**config.mk**
```make
export PLATFORM = sky130hd
export DESIGN_NAME = u_phase_seq_l17
export DESIGN_NICKNAME = d
export VERILOG_FILES = /design/src/rtl/l17_pkg.sv /design/src/rtl/u_phase_seq_l17_tap.sv /design/src/rtl/u_phase_seq_l17.sv
export SDC_FILE = /design/constraint.sdc
export NUM_CORES = 1
export LEC_CHECK = 0
export BUFFER_PORTS_ARGS = -buffer_cell sky130_fd_sc_hd__buf_2
export CORE_MARGIN = 4
export CORE_UTILIZATION = 42
export CTS_BUF_LIST = sky130_fd_sc_hd__clkbuf_4
export DETAILED_ROUTE_END_ITERATION = 12
export GPL_TIMING_DRIVEN = 0
export PLACE_DENSITY = 0.77
export SYNTH_ARGS = -nofsm -noshare
export SYNTH_HDL_FRONTEND = slang
export SYNTH_SLANG_ARGS = --single-unit
```
**constraint.sdc**
```tcl
create_clock -name clk -period 1.96 [get_ports clk]
set_clock_uncertainty 0.15 [all_clocks]
set_input_delay 0.392 -clock clk [delete_from_list [all_inputs] [get_ports clk]]
set_output_delay 0.392 -clock clk [all_outputs]
set_load 0.02 [all_outputs]
```
**src/rtl/l17_pkg.sv**
```systemverilog
// l17_pkg: shared phase encodings and counter widths for the layer-17 sequencer and z counter
package l17_pkg;
  localparam int TAP_W = 3;
  localparam int TILE_W = 4;
  typedef enum logic [2:0] {
    PH_IDLE  = 3'd0,
    PH_SQ1   = 3'd1,
    PH_SQ2   = 3'd2,
    PH_SEP31 = 3'd3,
    PH_SEP13 = 3'd4
  } phase_e;
endpackage

```
**src/rtl/u_phase_seq_l17_tap.sv**
```systemverilog
// tap_counter_l17: wrap counter that pulses wrap_o combinationally on the enabled cycle at last_i
// ports: clk, rst (async, active-low), en_i count enable, clr_i synchronous clear,
//        last_i final count value, wrap_o wrap pulse (en_i && count == last_i)
module tap_counter_l17 #(
  parameter int W = 3
) (
  input  logic         clk,
  input  logic         rst,
  input  logic         en_i,
  input  logic         clr_i,
  input  logic [W-1:0] last_i,
  output logic         wrap_o
);
  logic [W-1:0] cnt_q, cnt_d;
  assign wrap_o = en_i && cnt_q == last_i;
  assign cnt_d = (clr_i || wrap_o) ? '0 : en_i ? cnt_q + W'(1) : cnt_q;
  always_ff @(posedge clk or negedge rst)
    if (!rst) cnt_q <= '0;
    else cnt_q <= cnt_d;
endmodule

```
**src/rtl/u_phase_seq_l17.sv**
```systemverilog
// u_phase_seq_l17: layer-17 phase/tile sequencer with k (3x1) and j (1x3) tap counters
// ports: clk, rst (async, active-low), start begin request (idle only), abort sync flush,
//        L_zero / z_zero terminal pulses in, u phase code, k_zero / j_zero combinational tap wraps,
//        temp_zero registered z-counter clear pulse, tile pass index, layer_done end-of-layer pulse
module u_phase_seq_l17
  import l17_pkg::*;
#(
  parameter int TILES  = 4,
  parameter int K_LAST = 2,
  parameter int J_LAST = 2
) (
  input  logic              clk,
  input  logic              rst,
  input  logic              start,
  input  logic              abort,
  input  logic              L_zero,
  input  logic              z_zero,
  output logic [2:0]        u,
  output logic              k_zero,
  output logic              j_zero,
  output logic              temp_zero,
  output logic [TILE_W-1:0] tile,
  output logic              layer_done
);
  localparam logic [TILE_W-1:0] TILE_LAST = TILE_W'(TILES - 1);
  phase_e u_q, u_d;
  logic [TILE_W-1:0] tile_q, tile_d;
  logic tz_q, tz_d, done_q, done_d;
  logic pass, tap_clr;
  // a z_zero in our own temp_zero cycle is the echo of that clear, not a finished pass
  assign pass = z_zero && !tz_q && u_q != PH_IDLE;
  always_comb begin
    u_d = u_q;
    tile_d = tile_q;
    tz_d = 1'b0;
    done_d = 1'b0;
    if (abort) begin
      u_d = PH_IDLE;
      tile_d = '0;
      tz_d = u_q != PH_IDLE;
    end else if (u_q == PH_IDLE) begin
      if (start) begin
        u_d = PH_SQ1;
        tile_d = '0;
        tz_d = 1'b1;
      end
    end else if (pass) begin
      if (tile_q != TILE_LAST) tile_d = tile_q + TILE_W'(1);
      else if (u_q == PH_SEP13) begin
        u_d = PH_IDLE;
        tile_d = '0;
        done_d = 1'b1;
      end else begin
        u_d = phase_e'(u_q + 3'd1);
        tile_d = '0;
        tz_d = 1'b1;
      end
    end
  end
  always_ff @(posedge clk or negedge rst)
    if (!rst) begin
      u_q <= PH_IDLE;
      tile_q <= '0;
      tz_q <= 1'b0;
      done_q <= 1'b0;
    end else begin
      u_q <= u_d;
      tile_q <= tile_d;
      tz_q <= tz_d;
      done_q <= done_d;
    end
  // taps restart on every phase change and on every z-counter clear
  assign tap_clr = u_d != u_q || tz_q;
  tap_counter_l17 #(.W(TAP_W)) u_k (
    .clk(clk), .rst(rst), .en_i(u_q == PH_SEP31 && L_zero), .clr_i(tap_clr),
    .last_i(TAP_W'(K_LAST)), .wrap_o(k_zero)
  );
  tap_counter_l17 #(.W(TAP_W)) u_j (
    .clk(clk), .rst(rst), .en_i(u_q == PH_SEP13 && L_zero), .clr_i(tap_clr),
    .last_i(TAP_W'(J_LAST)), .wrap_o(j_zero)
  );
  assign u = u_q;
  assign tile = tile_q;
  assign temp_zero = tz_q;
  assign layer_done = done_q;
endmodule

```
## After elaboration in Yosys (flattened, before gate mapping)

Cells that the tools add are included.

- Add/subtract/negate cells: 4
- Equality and inequality tests: 7
- Muxes and demuxes: 26
- Reduce and logical (&&, ||, !) cells: 16

Operators by type and width:

| operator | number |
|---|---|
| 3-bit two-way mux | 10 |
| 4-bit two-way mux | 5 |
| 1-bit two-way mux | 11 |
| 3-bit by 1-bit adder with 3-bit output (second input constant) | 3 |
| 3-bit by 2-bit == test with 1-bit output (second input constant) | 3 |
| 1-bit logical AND | 6 |
| 3-bit nonzero test | 2 |
| 4-bit by 1-bit adder with 4-bit output (second input constant) | 1 |
| 4-bit by 2-bit != test with 1-bit output (second input constant) | 1 |
| 2-bit nonzero test | 2 |
| 3-bit == test (second input constant) | 1 |
| 3-bit zero test | 1 |
| 1-bit logical OR | 3 |
| 3-bit != test | 1 |
| 3-bit != test (second input constant) | 1 |
| 2-bit AND reduction | 1 |
| 1-bit zero test | 1 |

- Flip-flop bits (word level): 15
- Input port bits: 6

## Logic depth before layout (Yosys ltp)

- Depth after elaboration: 10
- Gate-level depth with buffers: 7
- Depth with buffers taken out: 6

## Hierarchy

A second synthesis with hierarchy kept.

- Cell total of the unflattened synthesis: 111
- Area, all modules: 1056.0 sq um

Modules (own cells, without submodules):

| module | times used | cells an instance | area each (sq um) |
|---|---|---|---|
| u_phase_seq_l17 | 1 | 71 | 648.1 |
| tap_counter_l17 | 2 | 20 | 203.9 |

## Least setup slack after synthesis

No wires, ideal clock.

- Path type: register -> register
- Start point: reg u_q[0], in the netlist u[0]
- End point: reg u_j.cnt_q[0]
- Library setup time: 0.086 ns
- Arrival time: 1.866 ns
- Data required time: 1.724 ns
- Setup slack: -0.142 ns
- Cell stages (with the launch flop): 7
- Period minus slack after synthesis: 2.102 ns
- Path through: dfrtp_1 > ha_1 > ha_1 > or3_4 > a21oi_4 > o221ai_2 > nor3_1

- Longest elaborated chain between the ends: 10

Ends and longest elaborated chain:

| element | line | text |
|---|---|---|
| start: declaration | u_phase_seq_l17.sv:26 | `phase_e u_q, u_d;` |
| start signal: assignment | u_phase_seq_l17.sv:67 | `u_q <= u_d;` |
| 3-bit by 1-bit adder with 3-bit output / 3-bit == test (equally long branches) | u_phase_seq_l17.sv:54, u_phase_seq_l17.sv:49, u_phase_seq_l17.sv:79 |  |
| 3-bit two-way mux | u_phase_seq_l17.sv:49 | `else if (u_q == PH_SEP13) begin` |
| 3-bit two-way mux | u_phase_seq_l17.sv:48 | `if (tile_q != TILE_LAST) tile_d = tile_q + TILE_W'(1);` |
| 3-bit two-way mux | u_phase_seq_l17.sv:47 | `end else if (pass) begin` |
| 3-bit two-way mux | u_phase_seq_l17.sv:41 | `end else if (u_q == PH_IDLE) begin` |
| 3-bit two-way mux | u_phase_seq_l17.sv:37 | `if (abort) begin` |
| 3-bit != test | u_phase_seq_l17.sv:73 | `assign tap_clr = u_d != u_q \|\| tz_q;` |
| 1-bit logical OR | u_phase_seq_l17.sv:73 |  |
| 1-bit logical OR | u_phase_seq_l17_tap.sv:16 | `assign cnt_d = (clr_i \|\| wrap_o) ? '0 : en_i ? cnt_q + W'(1) : cnt_q;` |
| 3-bit two-way mux / 2-bit nonzero test (equally long branches) | n/a |  |
| end signal: assignment | u_phase_seq_l17_tap.sv:19 | `else cnt_q <= cnt_d;` |
| end: declaration | u_phase_seq_l17_tap.sv:14 | `logic [W-1:0] cnt_q, cnt_d;` |

Parallel ways exist; a longest one is shown, timed or not.
A chain may end at the register's enable or synchronous reset.

## Worst setup path in the final report

- Start point: reg u_q[0], in the netlist u[0]
- End point: out j_zero

- Longest elaborated chain between the ends: 3

Ends and longest elaborated chain:

| element | line | text |
|---|---|---|
| 3-bit == test | u_phase_seq_l17.sv:79 | `.clk(clk), .rst(rst), .en_i(u_q == PH_SEP13 && L_zero), .clr_i(tap_clr),` |
| 1-bit logical AND | u_phase_seq_l17.sv:79 |  |
| 1-bit logical AND | u_phase_seq_l17_tap.sv:15 | `assign wrap_o = en_i && cnt_q == last_i;` |
| end: declaration | u_phase_seq_l17.sv:20 | `output logic j_zero,` |

No other way between the ends.

==> impl_results.md <==
- Status: finished with violations
- Failing checks: setup timing
- Final number of max-transition violations: 0
- Via density: between 5 and 6
- Starting DRT DRC Count: 22
- Synth warn: 0
- Synth-to-layout area growth: 39.6%
- Largest family of logic cells by synthesized area: simple AND/OR/NAND/NOR gates
- Total GRT Usage: between 10% and 20%
- Mean Syn Cell Area: between 9 and 10 um2
- Final GP Congestion: 0.826
- Core Area: 2280 um2
- Synth cell types: 36
- Antenna-violating nets left: 0
- Largest net degree at the start of global routing: 16
- Port Buffers: 16
- Clk Latency, worst-skew pair: around 0.3 ns
- Post-Synthesis Cells: 105
- Number of global-route vias before repair: 949
- Max VDD drop: 643 uV
- DP HPWL: 1.63 mm
- Place WS: -0.106 ns
- Simple-gate share of the synthesized area: 25.5%
- Clock Pin Slew Worst Setup and Hold Paths: 0.10 ns
- HP Class: in2async
- Die height: 57.5 um
- Ranking of synthesized cells by area: dfrtp_1 (36%), ha_1 (9.7%), nor3_1 (4.9%), nor2_1 (4.7%), o221ai_2 (2.9%)
- Slew headroom: 69.2%
- Dominant cell by count in the synthesized netlist: dfrtp_1
- DRC viols: 0
- Mux cell area share after synthesis: 1.94%
- First-pass GRT wire length: 4.42 mm
- Unrepaired setup endpoints after global routing: true
- Mean routed wirelength per cell: 16.2 um
- Adder-cell area share of the yosys netlist: 9.72%
- Clock tree from TritonCTS: done
- Worst-Margin Slew: 0.462 ns
- Static Leakage: around 0.00063 uW
- Initial antenna violation count: 0
- Yosys reg bits: 15
- # fillers: 181
- Mapped Area: between 1000 and 1500 um2
- Crit path required time: ~1.4 ns
- Maxcap violations: 0
- Arr. time, crit path: 1.42 ns
- I/O pins: 17
- Layout cell share with drive strength beyond 1: around 48%
- Max Buffers Root-to-Sink: 2
- Die ar.: roughly 3300 um2
- Die W: 57.5 um
- Via count: 945
- Power Density: 459 nW/um2
- Setup CP Type: reg2out
- Net Count, Synth: 119
- Compound-gate portion of the synthesized area: 18.6%
- Final Cycle Share: 100%
- H-Tree Depth: 1
- Final #Nets: around 160
- Initial Utilization: 45.2%
- Main synth FF type: dfrtp_1
- Worst Setup End Kind: output pin
- Drt pass-1 iters: 4
- Crit start category: register
- Clock buffers created by TritonCTS: 3
- Clock Sinks: 15
- Clock root buffer: clkbuf_4
- N_diodes: 0
- Sequential area share after synthesis: between 30 and 40%
- FFs w/ async S/R, synth: 100%
- Total grt overflow: 0
- Worst Path Max Fanout: 6
- Final hold vios: 0
- Post-Route Setup TNS: -0.00362 ns
- Routed wire length: between 2 and 3 mm
- Area leader, netlist: dfrtp_1
- Final Core Density: 63.2%
- Post-synth top area share: 36.5%
- Xor/xnor share of the synthesized area: 3.40%
- Post-synth EDFFs: 0
- Synth cell count leaders: dfrtp_1 (15), nor2_1 (13), nor3_1 (10)
- Num rows: 17
- Final WS setup: -0.00362 ns
- Post-route minimum period: 1.96 ns
- # setup viols final: 1
- Achievable frequency: between 0.5 and 0.6 GHz
[layer usage]
layer	global-route usage [%]	vias to the layer above	part of all wire, %
met5	0	-	0
met3	4.98	2	4.1
li1	-	450	-
met1	21.3	471	43
met4	3.97	0	0.87
met2	30.0	22	52
[logic make-up (layout without fill, tap and decap cells)]
kind of cell,count (synthesis),in the layout
xor gates and xnor gates,4,4
adders and majority gates,8,8
AOI/OAI and AO/OA,20,20
DFF,15,15
muxes,2,2
buffers and inverters,8,45
and+or+nand+nor,48,48
[where the power goes]
part | internal [uW] | switching, uW | total (uW)
Sequential | 316 | 10.4 | 326
Combinational | 62.2 | 79.3 | 141
Clock | 76.1 | 116 | 192
Total | 454 | 205 | 659
[worst max-delay path, stage by stage (launching register included)]
cell,delay [ns]
dfrtp_2,0.47
inv_2,0.09
ha_4,0.14
buf_6,0.12
nand3_4,0.08
nor2_4,0.10
buf_6,0.12
[area by class of cell]
class	count	area [um2]	area share (%)
clock inverter	1	5.00	0.348
timing repair buffer	33	223	15.5
multi-input combinational	82	722	50.2
buffer	3	30.0	2.09
clock buffer	3	22.5	1.57
sequential	15	379	26.4
inverter	5	21.3	1.48
tap	28	35.0	2.44
[stage by stage]
stage / instances / hold slack [ns] / area (um2) / total power [uW]
after floorplan: 105 / -0.0536 / 1040 / 405
after global placement: 149 / 0.164 / 1150 / 436
after detailed placement: 149 / 0.177 / 1150 / 440
after CTS: 166 / 0.350 / 1370 / 661
after global routing: 170 / 0.394 / 1440 / 700
final: 170 / 0.370 / 1440 / 659
[repair_timing]
item                                   4_1_cts  5_1_grt
endpoints found under the hold margin       15        0
hold buffers                                 1        0
pin swaps                                    8        4
setup endpoints to repair                   11       12
setup buffers                               13        4
resized for setup                           20        9
[path summary, 6_finish.rpt]
path	end	startpoint	slack [ns]	cells past startpoint
worst max-delay path	j_zero	u[0]$_DFF_PN0_	-0.004	6
worst max register to register	u_k.cnt_q[1]$_DFFE_PN0P_	u[0]$_DFF_PN0_	0.01	6
max in group asynchronous	u[2]$_DFF_PN0_	rst	0.99	2
worst min register to register	tile[0]$_DFFE_PN0P_	tile[0]$_DFFE_PN0P_	0.40	1
worst min-delay path	u_j.cnt_q[0]$_DFFE_PN0P_	rst	0.37	2
min in group clk	tile[0]$_DFFE_PN0P_	abort	0.37	4
[cell usage in the layout, fill, tap and decap left out, drive strengths merged]
master       count
o21ai            5
dlygate4sd3      1
nor3            10
nor2            13
nand3            4
o31ai            2
a21oi            3
nand2            5
nor3b            2
a21o             1
clkinv           1
nand3b           1
a211oi           2
dfrtp           15
and3b            2
xnor2            2
clkbuf           4
mux2i            2
nand2b           4
or2b             1
or3              1
or2              1
a31oi            2
ha               8
o21bai           1
nand4            1
inv              5
o32ai            1
buf             34
nor2b            3
o221ai           2
xor2             2
a22oi            1
[sequential cells by signal (all words and copies together) (netlist names)]
name,cells
u,3
tile,4
temp_zero,1
u_j.cnt_q,3
u_k.cnt_q,3
layer_done,1
No activity file was read; power rests on OpenSTA's default activity.
